<file path="src/rtl/skip_table_cfg_ctrl.sv">
// Skip table configuration sequencer: expands host commands into
// ordered single-word table writes and tracks a shadow valid bitmap.
module skip_table_cfg_ctrl #(
  parameter int SKIP_TABLE_SIZE = 16,
  parameter logic [29-$clog2(SKIP_TABLE_SIZE):0] TABLE_BLOCK_IDX = '1
) (
  input  logic                               ClockIn,
  input  logic                               ResetIn,
  input  logic                               CmdValidIn,
  output logic                               CmdReadyOut,
  input  logic [1:0]                         CmdOpIn,
  input  logic [$clog2(SKIP_TABLE_SIZE)-1:0] CmdIdxIn,
  input  logic [31:0]                        CmdPCIn,
  input  logic [31:0]                        CmdEntryIn,
  output logic                               WriteEnOut,
  output logic [31:0]                        WriteAddressOut,
  output logic [31:0]                        WriteDataOut,
  output logic                               BusyOut,
  output logic                               DoneOut,
  output logic [$clog2(SKIP_TABLE_SIZE)-1:0] DoneIdxOut,
  output logic                               ErrorOut,
  output logic [SKIP_TABLE_SIZE-1:0]         ValidMaskOut
);

  localparam int IW = $clog2(SKIP_TABLE_SIZE);
  localparam logic [IW-1:0] LAST = IW'(SKIP_TABLE_SIZE - 1);

  localparam logic [1:0] OP_PROGRAM = 2'd0;
  localparam logic [1:0] OP_ALLOC   = 2'd1;
  localparam logic [1:0] OP_INVAL   = 2'd2;
  localparam logic [1:0] OP_FLUSH   = 2'd3;

  typedef enum logic [2:0] {
    IDLE,
    WR_HIDE,
    WR_PC,
    WR_ENTRY,
    WR_CLR,
    FLUSH,
    DONE
  } stateT;

  stateT stateQ, stateD;

  logic [IW-1:0]              idxQ, idxD;
  logic [31:0]                pcQ, pcD;
  logic [31:0]                entryQ, entryD;
  logic [IW-1:0]              cntQ, cntD;
  logic [SKIP_TABLE_SIZE-1:0] maskD;

  logic          readyD, wenD, busyD, doneD, errD;
  logic [31:0]   addrD, dataD;
  logic [IW-1:0] doneIdxD;

  logic [IW-1:0] freeIdx;
  logic [IW-1:0] selIdx;
  logic          allFull;

  function automatic logic [31:0] wrAddr(
    input logic [IW-1:0] idx,
    input logic          off
  );
    return {TABLE_BLOCK_IDX, 1'b0, idx, off};
  endfunction

  // Lowest free slot; the highest index is visited first so low wins.
  always_comb begin
    freeIdx = '0;
    for (int i = SKIP_TABLE_SIZE - 1; i >= 0; i--) begin
      if (!ValidMaskOut[i]) freeIdx = IW'(i);
    end
  end

  assign allFull = &ValidMaskOut;
  assign selIdx  = (CmdOpIn == OP_ALLOC) ? freeIdx : CmdIdxIn;

  always_comb begin
    stateD   = stateQ;
    idxD     = idxQ;
    pcD      = pcQ;
    entryD   = entryQ;
    cntD     = cntQ;
    maskD    = ValidMaskOut;
    readyD   = 1'b0;
    wenD     = 1'b0;
    addrD    = '0;
    dataD    = '0;
    busyD    = 1'b1;
    doneD    = 1'b0;
    doneIdxD = '0;
    errD     = 1'b0;
    unique case (stateQ)
      IDLE: begin
        if (CmdValidIn && CmdReadyOut) begin
          idxD   = selIdx;
          pcD    = CmdPCIn;
          entryD = CmdEntryIn;
          unique case (CmdOpIn)
            OP_PROGRAM, OP_ALLOC: begin
              if (CmdOpIn == OP_ALLOC && allFull) begin
                stateD = DONE;
                doneD  = 1'b1;
                errD   = 1'b1;
              end else begin
                // Hide the entry before its PC changes under the CAM.
                stateD        = WR_HIDE;
                wenD          = 1'b1;
                addrD         = wrAddr(selIdx, 1'b1);
                dataD         = {1'b0, CmdEntryIn[30:0]};
                maskD[selIdx] = 1'b0;
              end
            end
            OP_INVAL: begin
              stateD          = WR_CLR;
              wenD            = 1'b1;
              addrD           = wrAddr(CmdIdxIn, 1'b1);
              maskD[CmdIdxIn] = 1'b0;
            end
            OP_FLUSH: begin
              stateD = FLUSH;
              cntD   = '0;
              wenD   = 1'b1;
              addrD  = wrAddr('0, 1'b1);
            end
          endcase
        end else begin
          readyD = 1'b1;
          busyD  = 1'b0;
        end
      end
      WR_HIDE: begin
        stateD = WR_PC;
        wenD   = 1'b1;
        addrD  = wrAddr(idxQ, 1'b0);
        dataD  = pcQ;
      end
      WR_PC: begin
        stateD      = WR_ENTRY;
        wenD        = 1'b1;
        addrD       = wrAddr(idxQ, 1'b1);
        dataD       = entryQ;
        maskD[idxQ] = entryQ[31];
      end
      WR_ENTRY, WR_CLR: begin
        stateD   = DONE;
        doneD    = 1'b1;
        doneIdxD = idxQ;
      end
      FLUSH: begin
        if (cntQ == LAST) begin
          stateD   = DONE;
          doneD    = 1'b1;
          doneIdxD = LAST;
        end else begin
          cntD  = cntQ + 1'b1;
          wenD  = 1'b1;
          addrD = wrAddr(cntQ + 1'b1, 1'b1);
          if (cntQ + 1'b1 == LAST) maskD = '0;
        end
      end
      default: begin
        stateD = IDLE;
        readyD = 1'b1;
        busyD  = 1'b0;
      end
    endcase
  end

  always_ff @(posedge ClockIn) begin
    if (ResetIn) begin
      stateQ          <= IDLE;
      idxQ            <= '0;
      pcQ             <= '0;
      entryQ          <= '0;
      cntQ            <= '0;
      ValidMaskOut    <= '0;
      CmdReadyOut     <= 1'b1;
      WriteEnOut      <= 1'b0;
      WriteAddressOut <= '0;
      WriteDataOut    <= '0;
      BusyOut         <= 1'b0;
      DoneOut         <= 1'b0;
      DoneIdxOut      <= '0;
      ErrorOut        <= 1'b0;
    end else begin
      stateQ          <= stateD;
      idxQ            <= idxD;
      pcQ             <= pcD;
      entryQ          <= entryD;
      cntQ            <= cntD;
      ValidMaskOut    <= maskD;
      CmdReadyOut     <= readyD;
      WriteEnOut      <= wenD;
      WriteAddressOut <= addrD;
      WriteDataOut    <= dataD;
      BusyOut         <= busyD;
      DoneOut         <= doneD;
      DoneIdxOut      <= doneIdxD;
      ErrorOut        <= errD;
    end
  end

endmodule
</file>
<file path="config.mk">
export PLATFORM = sky130hd
export DESIGN_NAME = skip_table_cfg_ctrl
export DESIGN_NICKNAME = d
export VERILOG_FILES = /design/src/rtl/skip_table_cfg_ctrl.sv
export SDC_FILE = /design/constraint.sdc
export NUM_CORES = 1
export LEC_CHECK = 0
export CAP_MARGIN = 25
export CORE_ASPECT_RATIO = 0.9
export CORE_MARGIN = 5
export CORE_UTILIZATION = 53
export CTS_CLUSTER_SIZE = 30
export DETAILED_ROUTE_END_ITERATION = 10
export HOLD_SLACK_MARGIN = 0.02
export PLACE_DENSITY_LB_ADDON = 0.05
export SYNTH_ARGS = -nofsm -noshare
export SYNTH_HDL_FRONTEND = slang
export SYNTH_SLANG_ARGS = --single-unit
</file>
<file path="constraint.sdc">
create_clock -name ClockIn -period 5.8 [get_ports ClockIn]
set_input_delay 1.74 -clock ClockIn [delete_from_list [all_inputs] [get_ports ClockIn]]
set_output_delay 1.74 -clock ClockIn [all_outputs]
set_load 0.005 [all_outputs]
</file>
==> flow_summary.yaml <==
outcome:
  status: "complete, no violations"
floorplan:
  core-area_mm2: 0.01153
  start_util_pct: 54.63
  die_h_um: 113.4
  rows: 37
  die_w_um: 124.9
  ios: 162
  dieArea_mm2: 0.01416
logic_synthesis:
  synth_nets: 867
  synth.distinct_cells: 63
  synth_edf_count: 0
  synth_area_leaders: "dfxtp_1 44%, a21oi_1 10%, nand2_1 9.4%"
  synth_warnings: 0
  ys_seq_area_share_pct: 43.87
  syn_inst: 792
  avgSynthCellArea_um2: 7.951
  ys.flop_type: "dfxtp_1"
  synth_area_mm2: 0.006297
  synth_top_area_share_pct: 43.87
  synth_area_leader_cell: "dfxtp_1"
  async_reset_ff_share_pct: 0
  ys_seq_elements: 138
power:
  vdd_ir_drop_max_mv: 0.2080
  power_density_mw_per_mm2: 318.0
  total_power_mw: 2.638
  p_leak_nw: 2.780
route:
  drc: 0
  totalWireLength_um: 19010
  wl_per_cell_um: 17.95
  drtIter0Drc: 756
  num_vias: 6213
  viasPerCell: 5.867
  first_pass_iters: 5
  final_antenna_net_count: 0
run:
  cap_violations: 0
place:
  post-dp-hpwl_um: 12470
  placed_cell_area_mm2: 0.007716
  io_buffer_count: 160
  placed_cells: 1027
  place_ws_ps: 1679
  gp_congestion: 0.9671
sta:
  finalCritPeriodShare_pct: 63.57
  fin_worst_skew_ps: 6.619
  relSlewSlack_pct: 43.50
  rsz0062_at_grt: "no"
  finalMaxSlewViolations: 0
  period_needed_ps: 3687
  fmax_mhz: 271.2
  hold_violations: 0
  fin_ws_ps: 2113
  finalSetupViolCount: 0
  hold_slack_ps: 453.9
  tightest_slew_ps: 845.7
  finalSetupTns_ps: 0
global_route:
  grt_pass1_wl_um: 30150
  grt_max_degree: 73
  grt.total_usage_pct: 26.07
  grt_pass1_vias: 6037
  antenna_found_initial: 0
  overflow: 0
worst_hold_path:
  min_path_type: "flop to flop"
cells_and_area:
  syn_to_final_growth_pct: 31.69
  final_cell_count_no_fill: 1059
  post-route-util_pct: 71.94
  n_antenna_cell: 0
  fin_area_mm2: 0.008293
  drive_gt1_share_pct: 6.202
  nets: 967
clocking:
  cts_max_level: 4
  clk_pin_slew_worst_paths_ps: 60
  post_cts_buffers: 0
  cts-root-buf: "clkbuf_16"
  clk_path_buf_depth: 2
  cts_buffers: 17
  cts_tree: "built"
  cts_resized: 0
  hold_buffers: 0
  clock_latency_ps: 410
  cts_num_sinks: 138
worst_setup_path:
  cp_max_fo: 7
  required_ps: 6100
  cp-start-kind: "primary input"
  worst_setup_path_end_kind: "flop"
  crit_arrival_ps: 3990
  crit_type: "primary input to flop"
sequential cells by signal, indices dropped and copies added, names as in the netlist, 4 cells and up:
name	count
DoneIdxOut	4
ValidMaskOut	16
WriteAddressOut	6
WriteDataOut	32
cntQ	4
entryQ	32
idxQ	4
pcQ	32
path summary, 6_finish.rpt:
kind,end,slack (ps),depth (start not counted),start
setup / recovery,ValidMaskOut[9]$_SDFFE_PP0P_,2110,7,CmdOpIn[1]
hold / removal,pcQ[14]$_SDFFE_PP0P_,450,2,pcQ[14]$_SDFFE_PP0P_
setup reg to reg,WriteAddressOut[4]$_SDFF_PP0_,3250,5,stateQ[2]$_SDFFE_PP0P_
hold reg to reg,pcQ[14]$_SDFFE_PP0P_,450,2,pcQ[14]$_SDFFE_PP0P_
power breakdown:
part           switching [mW]  internal (mW)  leakage [nW]
registers              0.0744           1.03          1.12
clock network           0.381          0.603         0.258
logic                   0.297          0.252          1.40
total                   0.753           1.88          2.78
cell usage in the layout, fill, tap and decap left out, drive strengths merged, types with 5 or more instances in the layout:
cell type / instances
clkbuf: 22
nand2b: 13
buf: 9
nor2: 44
o31ai: 16
nand3: 42
nor3: 23
a22oi: 33
a21oi: 129
o21ai: 19
nand3b: 5
nor2b: 5
clkdlybuf4s50: 159
mux2i: 15
inv: 5
nand2: 158
dfxtp: 138
a211oi: 7
routing by layer:
metal	GRT usage, %	vias to the layer above	wire, um
li1	-	2958	-
met1	33.46	2888	8221
met2	42.51	326	8791
met3	7.491	41	1662
met4	9.032	0	338
met5	0	-	0
Yosys cell counts, types with 2 or more instances:
library cell,n
nor2_1,43
o21bai_1,2
nand4_1,2
nand2_1,158
nor2b_1,5
a21oi_1,127
o21ai_0,19
a211oi_1,7
o22ai_1,2
nand3b_1,5
or2_2,2
xnor2_1,2
buf_2,13
nor4_1,2
inv_1,5
nand3_1,41
nor3_1,21
clkbuf_1,44
o31ai_1,16
a221oi_1,2
buf_4,30
mux2i_1,15
dfxtp_1,138
a311oi_1,4
a211o_1,4
nand2b_1,13
ha_1,2
a221oi_2,2
a22oi_1,32
cells by family after synthesis:
family	Yosys count	synth area share, %
simple gates	307	22.02
compound gates	235	23.47
flops	138	43.87
buf+inv	92	7.530
mux	15	2.384
fa+ha+maj	2	0.3973
xor+xnor	2	0.2782
other cells	1	0.05955
final cells by class:
class                      count  area (um2)
clock inverter                 8       72.57
clock buffer                  22       464.2
fill                         883        3234
inverter                       5       18.77
timing repair buffer         168        1694
tap                          156       195.2
sequential                   138        2763
multi-input combinational    562        3085
worst max-delay path, stage by stage:
cell	delay, ps
clkdlybuf4s50_1	520
nand4b_1	330
nor3_4	420
nand2_1	90
a21boi_1	420
a311oi_1	200
a211o_1	260
Note: power is estimated with default switching activity, not from simulation.
